### config.mk
export PLATFORM = sky130hd
export DESIGN_NAME = fetch_sequencer
export DESIGN_NICKNAME = d
export VERILOG_FILES = /design/src/rtl/fetch_sequencer.sv
export SDC_FILE = /design/constraint.sdc
export NUM_CORES = 1
export LEC_CHECK = 0
export CAP_MARGIN = 20
export CORE_UTILIZATION = 45
export DETAILED_ROUTE_END_ITERATION = 8
export PLACE_DENSITY_LB_ADDON = 0.15
export REMOVE_ABC_BUFFERS = 1
export SYNTH_ARGS = -nofsm -noshare
export SYNTH_HDL_FRONTEND = slang
export SYNTH_SLANG_ARGS = --single-unit
### constraint.sdc
create_clock -name clk -period 1.7 [get_ports clk]
set_input_delay 0.255 -clock clk [delete_from_list [all_inputs] [get_ports clk]]
set_output_delay 0.255 -clock clk [all_outputs]
set_load 0.02 [all_outputs]
### src/rtl/fetch_sequencer.sv
// -----------------------------------------------------------------------------
// fetch_sequencer
//
// Program-counter and fetch controller sitting directly in front of the
// instruction ROM. It addresses the ROM with the current pc and captures the
// returned word into an instruction register (ir). The ir is offered
// downstream over a valid/ready handshake. The sequencer supports free-run and
// single-step operation, taken branches, and a halt opcode.
//
// Optional build macro: FETCH_COUNT_EN
//   When defined, an extra output fetch_count[7:0] reports the number of
//   completed handshakes. The count saturates at 255 and is cleared by reset
//   and by a restart from HALT.
//
// Ports:
//   clk            in   system clock; all state changes on its rising edge
//   reset_n        in   synchronous, active-low reset
//   start          in   pulse: leave IDLE, or restart from HALT at address 0
//   step_mode      in   1 = single-step mode, 0 = free-run mode
//   step           in   pulse: releases one fetch while waiting in step mode
//   instr_addr     out  ROM address (always equal to pc)
//   instr_in       in   ROM read data (asynchronous, same-cycle)
//   ir             out  registered instruction
//   ir_valid       out  ir holds an instruction not yet accepted downstream
//   ir_ready       in   downstream accepts ir this cycle
//   branch_en      in   redirect pc (looked at only in the handshake cycle)
//   branch_target  in   redirect address
//   pc             out  current program counter
//   fetch_count    out  handshake count (only with FETCH_COUNT_EN)
//   halted         out  sequencer is in HALT
// -----------------------------------------------------------------------------
module fetch_sequencer #(
    parameter int         PC_W     = 3,
    parameter int         INSTR_W  = 12,
    parameter logic [2:0] HALT_OPC = 3'b111
) (
    input  logic               clk,
    input  logic               reset_n,
    input  logic               start,
    input  logic               step_mode,
    input  logic               step,
    output logic [PC_W-1:0]    instr_addr,
    input  logic [INSTR_W-1:0] instr_in,
    output logic [INSTR_W-1:0] ir,
    output logic               ir_valid,
    input  logic               ir_ready,
    input  logic               branch_en,
    input  logic [PC_W-1:0]    branch_target,
    output logic [PC_W-1:0]    pc,
`ifdef FETCH_COUNT_EN
    output logic [7:0]         fetch_count,
`endif
    output logic               halted
);

    // -------------------------------------------------------------------------
    // State encoding
    // -------------------------------------------------------------------------
    typedef enum logic [2:0] {
        S_IDLE      = 3'd0,
        S_FETCH     = 3'd1,
        S_ISSUE     = 3'd2,
        S_WAIT_STEP = 3'd3,
        S_HALT      = 3'd4
    } state_t;

    state_t               r_state;
    state_t               w_state_next;

    logic [PC_W-1:0]      r_pc;
    logic [PC_W-1:0]      w_pc_next;
    logic [INSTR_W-1:0]   r_ir;
    logic [INSTR_W-1:0]   w_ir_next;
    logic                 r_ir_valid;
    logic                 w_ir_valid_next;
    logic                 r_halted;
    logic                 w_halted_next;

    // Decoded helpers
    logic                 w_handshake;
    logic                 w_is_halt_opc;
    logic [PC_W-1:0]      w_pc_seq;
    logic                 w_restart;

    // A handshake can only occur while an instruction is being offered.
    assign w_handshake   = (r_state == S_ISSUE) && r_ir_valid && ir_ready;

    // The opcode lives in the top three bits of the instruction word.
    assign w_is_halt_opc = (r_ir[INSTR_W-1 -: 3] == HALT_OPC);

    // Sequential successor wraps naturally at 2^PC_W.
    assign w_pc_seq      = r_pc + PC_W'(1);

    // A start pulse only has meaning from IDLE or HALT; this one is the
    // restart case, which also rewinds pc and the optional counter.
    assign w_restart     = (r_state == S_HALT) && start;

    // -------------------------------------------------------------------------
    // Next-state and datapath update logic
    // -------------------------------------------------------------------------
    always_comb begin
        w_state_next    = r_state;
        w_pc_next       = r_pc;
        w_ir_next       = r_ir;
        w_ir_valid_next = r_ir_valid;
        w_halted_next   = r_halted;

        case (r_state)
            S_IDLE: begin
                // step is deliberately not looked at here; start alone leaves
                // IDLE, so start+step together behaves exactly like start.
                if (start) begin
                    w_state_next = S_FETCH;
                end
            end

            S_FETCH: begin
                // The ROM read is asynchronous, so the word for the current
                // pc is already on instr_in in this cycle.
                w_ir_next       = instr_in;
                w_ir_valid_next = 1'b1;
                w_state_next    = S_ISSUE;
            end

            S_ISSUE: begin
                // Without a handshake everything is held, keeping ir and
                // ir_valid stable for the consumer.
                if (w_handshake) begin
                    w_ir_valid_next = 1'b0;
                    if (w_is_halt_opc) begin
                        // pc stays on the halt instruction for inspection.
                        w_halted_next = 1'b1;
                        w_state_next  = S_HALT;
                    end else begin
                        w_pc_next    = branch_en ? branch_target : w_pc_seq;
                        w_state_next = step_mode ? S_WAIT_STEP : S_FETCH;
                    end
                end
            end

            S_WAIT_STEP: begin
                // Dropping step_mode while parked here resumes free-run.
                if (step || !step_mode) begin
                    w_state_next = S_FETCH;
                end
            end

            S_HALT: begin
                if (start) begin
                    w_pc_next     = '0;
                    w_halted_next = 1'b0;
                    w_state_next  = S_FETCH;
                end
            end

            default: begin
                // Unreachable encodings fall back to a clean idle.
                w_state_next    = S_IDLE;
                w_pc_next       = '0;
                w_ir_valid_next = 1'b0;
                w_halted_next   = 1'b0;
            end
        endcase
    end

    // -------------------------------------------------------------------------
    // State registers (reset overrides everything, including a handshake
    // happening in the same cycle)
    // -------------------------------------------------------------------------
    always_ff @(posedge clk) begin
        if (!reset_n) begin
            r_state    <= S_IDLE;
            r_pc       <= '0;
            r_ir       <= '0;
            r_ir_valid <= 1'b0;
            r_halted   <= 1'b0;
        end else begin
            r_state    <= w_state_next;
            r_pc       <= w_pc_next;
            r_ir       <= w_ir_next;
            r_ir_valid <= w_ir_valid_next;
            r_halted   <= w_halted_next;
        end
    end

`ifdef FETCH_COUNT_EN
    // -------------------------------------------------------------------------
    // Handshake counter: saturating, cleared by reset and by restart.
    // A halt instruction's handshake is counted like any other.
    // -------------------------------------------------------------------------
    logic [7:0] r_fetch_count;
    logic [7:0] w_fetch_count_next;

    always_comb begin
        w_fetch_count_next = r_fetch_count;
        if (w_restart) begin
            w_fetch_count_next = 8'd0;
        end else if (w_handshake && (r_fetch_count != 8'hFF)) begin
            w_fetch_count_next = r_fetch_count + 8'd1;
        end
    end

    always_ff @(posedge clk) begin
        if (!reset_n) begin
            r_fetch_count <= 8'd0;
        end else begin
            r_fetch_count <= w_fetch_count_next;
        end
    end

    assign fetch_count = r_fetch_count;
`endif

    // -------------------------------------------------------------------------
    // Outputs
    // -------------------------------------------------------------------------
    assign instr_addr = r_pc;
    assign pc         = r_pc;
    assign ir         = r_ir;
    assign ir_valid   = r_ir_valid;
    assign halted     = r_halted;

endmodule

== After elaboration in Yosys (flattened, before gate mapping) ==
Cells that the tools add are included.
Storage, ports and cells
  flip-flop bits (word level): 20
  input port bits: 22
  output and inout bits: 20
  logic and storage cells: 48
Operators by class
  add/sub/neg operators: 1
  eq/ne operators: 11
  muxes and demuxes: 17
  bitwise logic cells: 2
  reduce and logical (&&, ||, !) cells: 12
Operators by type and width (count)
  $mux 3: 8
  $pmux 3 s4: 1
  $ne 2x2->1 const B: 5
  $pmux 3 s3: 1
  $reduce_and 4->1: 2
  $eq 3x2->1 const B: 2
  $eq 3x3->1 const B: 2
  $pmux 1 s3: 2
  $reduce_or 3->1: 2
  $mux 1: 4
  $add 3x1->3 const B: 1
  $eq 3x1->1 const B: 1
  $logic_not 3->1: 1
  $reduce_and 3->1: 1
  $logic_and 1x1->1: 2
  $mux 2: 1
  $ne 2x1->1 const B: 1
  $not 1->1: 2
  $reduce_and 2->1: 1
  $reduce_or 2->1: 1
  $logic_not 1->1: 1
  $logic_or 1x1->1: 1

== Depth between registers and ports, before layout ==
  depth in word-level cells: 5
  gate-level depth with buffers: 5
  gate-level depth less buffers: 4

== Worst setup path before layout ==
OpenSTA, ideal clock, no wires.
  path type: register to register
  start: reg r_pc[0], in the netlist instr_addr[0]
  end: reg r_pc[1], in the netlist instr_addr[1]
  library setup time: 117 ps
  data arrival time: 1229 ps
  required time: 1583 ps
  path slack: 354 ps
  stages on the path, launching flop included: 4
  buffers on the path: 0
  period minus slack after synthesis: 1346 ps
  cells stage by stage: dfxtp_1 ha_1 mux2_2 a32o_1
Between the ends
  longest elaborated chain between the ends: 5
RTL lines
  start, declared: line 70  | logic [PC_W-1:0] r_pc;
  start signal, assigned: line 179  | r_pc <= w_pc_next;
  $add 3x1->3: line 92  | assign w_pc_seq = r_pc + PC_W'(1);
  $mux 3: line 135  | w_pc_next = branch_en ? branch_target : w_pc_seq;
  $mux 3: line 130  | if (w_is_halt_opc) begin
  $mux 3: line 128  | if (w_handshake) begin
  $pmux 3 s3: line 108  | case (r_state)
No other way between the ends. The select of a mux whose other input is x is not followed.
A chain may end at the register's enable or synchronous reset.

== Worst setup path in the final report ==
  start: reg r_pc[0], in the netlist instr_addr[0]
  end: out instr_addr[0]
RTL lines
  end, declared: line 42  | output logic [PC_W-1:0] instr_addr,
No word-level cell between the ends.

==> impl_metrics.yaml <==
timing:
  post-route-period-util_pct: 94.30
  drv_slew: 0
  fmax_ghz: 0.6238
  hold_viol: 0
  fin_skew_ns: 0.003499
  finalCriticalPeriod_ns: 1.603
  setup_viol_count_final: 0
  slew_headroom_pct: 79.36
  setup-tns-final_ns: 0
  rsz0062_at_grt: "false"
  worst_pin_slew_ns: 0.3092
logic_synthesis:
  synth_edf_count: 0
  yosysMostFrequentCell: "dfxtp_1"
  synth_top_flop_cell: "dfxtp_1"
  synth-async-reset-ratio_pct: 0
  synth_top_cell_area_share_pct: 39.17
  netlist_instances: 100
  yosys-top-cells-count: "dfxtp_1, nor2b_1, mux2i_1"
  yosys.area.top_type: "dfxtp_1"
  ys_seq_area_share_pct: 39.17
  postSynthAreaPerCell_um2: 10.22
  ys_top_cells_by_area: "dfxtp_1, mux2i_1, nor2b_1"
  ys_seq_elements: 20
  yosysWarnings: 0
  syn_area_um2: 1022
  yosysUniqueCellTypes: 34
floorplan:
  dieArea_um2: 2466
  row_count: 16
  die_x_um: 49.66
  initial_core_util_pct: 50.06
  num_io_pins: 42
  core-area_um2: 2042
  die_h_um: 49.66
route:
  dr.pass1.iters: 4
  vias: 850
  postRouteAntennaNets: 0
  first_iter_violations: 11
  postRouteWirelength_mm: 2.073
  drcViolationCount: 0
  viasPerCell: 5.060
  wire_per_inst_um: 12.34
global_routing:
  grt_max_degree: 18
  gr-total-overflow: 0
  grt_antenna_before_repair: 0
  grt_pass1_vias: 805
  track_usage_pct: 18.01
  grt_pass1_wl_mm: 3.408
placed_design:
  hpwl_mm: 1.572
  placed_cells: 165
  io_buffers: 41
  finalWeightedCongestion: 0.7194
critical_path:
  max_stage_delay_ns: 0.64
  startpoint_type: "flop"
  end_kind: "output pin"
  critPathMaxFanout: 5
  crit_buf_inv: 1
  slowest_stage: "clkdlybuf4s50_1"
  worstPathRequired_ns: 1.44
  path_cells: "clkdlybuf4s50_1"
  critical_path_arrival_ns: 1.35
  critical_path_class: "flop to output pin"
  crit_family: "buffers and inverters"
cts:
  clock_latency_ns: 0.29
  cts_tree: "done"
  cts-root-buf: "clkbuf_4"
  ctsResizeCount: 0
  cts_hold_buf: 0
  path_clk_slew_ns: 0.11
  clockBufferDepth: 2
  postCtsSetupRepairBufs: 0
  cts_sinks: 20
  cts_max_level: 1
  numCtsBuffers: 3
final_layout:
  fin_util_pct: 72.06
  nets: 166
  diodes: 0
  register_area_um2: 400.4
  layout-area-overhead-vs-synth_pct: 43.94
  drive_gt1_share_pct: 12.77
  fin_cells: 168
  multi_input_area_um2: 554.3
  fillCellCount: 165
flow_run:
  drv_cap: 0
status:
  status: "completed"
power_and_ir_drop:
  leakagePower_nw: 0.5409
  power.density_nw_per_um2: 915.2
  power_mw: 1.347
  ir_worst_vdd_uv: 605.9
min_path:
  holdCritPathClass: "flop to flop"
## cell type report
type | instances | area share (%)
Tap cell | 27 | 2.296
Clock buffer | 3 | 1.531
Timing Repair Buffer | 45 | 30.78
Inverter | 2 | 0.5102
Sequential cell | 20 | 27.21
Multi-Input combinational cell | 71 | 37.67
## registers in the layout, summed over array words and instances (netlist names)
name / cells
ir: 12
instr_addr: 3
r_state: 3
halted: 1
ir_valid: 1
## tightest hold or removal path: stages (launching register included)
cell	delay, ns
dfxtp_1	0.33
nand2_1	0.05
a21boi_1	0.05
## cells in the final DEF, fill, tap and decap left out, types with 2 or more instances in the layout
master            n
clkdlybuf4s50_1  41
a21oi_1           4
o21ai_0           3
nor3b_1           2
clkbuf_4          3
a32o_1            2
nor2_1            4
buf_4             3
nand2_1           7
nor2b_1          15
nand2b_4          3
mux2i_1          12
inv_1             2
dfxtp_1          20
## logic make-up after synthesis
kind of cell	share of synthesized area [%]
and+or+nand+nor	26.44
DFF	39.17
AOI/OAI and AO/OA	13.71
muxes	12.85
buffers and inverters	6.609
adders and majority gates	1.224
## stage by stage
stage               hold slack, ns  setup slack [ns]  area [um^2]
floorplan                   0.3725            0.2162        962.2
global placement            0.4624            0.1282         1449
detailed placement          0.4487           0.08884         1449
CTS                         0.4636           0.09125         1471
global route                0.4738           0.02527         1471
finish                      0.4652           0.09694         1471
## report_power, final
group	total, mW	switching [mW]	internal (mW)
sequential	0.581	0.0525	0.529
clock	0.221	0.139	0.0824
combinational	0.544	0.253	0.292
## layer usage
layer / vias to the layer above / GRT usage (%) / routed length [um]
li1: 426 / - / -
met1: 397 / 20.60 / 909
met2: 25 / 31.31 / 1010
met3: 2 / 4.012 / 138
met4: 0 / 8.571 / 14
met5: - / 0 / 0
## final timing paths
check                     start             to  slack (ns)  cells past startpoint
setup reg to reg  instr_addr[0]  instr_addr[2]        0.42                      4
hold / removal           halted         halted        0.47                      2
hold reg to reg          halted         halted        0.47                      2
setup / recovery  instr_addr[0]  instr_addr[0]         0.1                      1
Power figures use the tool's default switching activity.
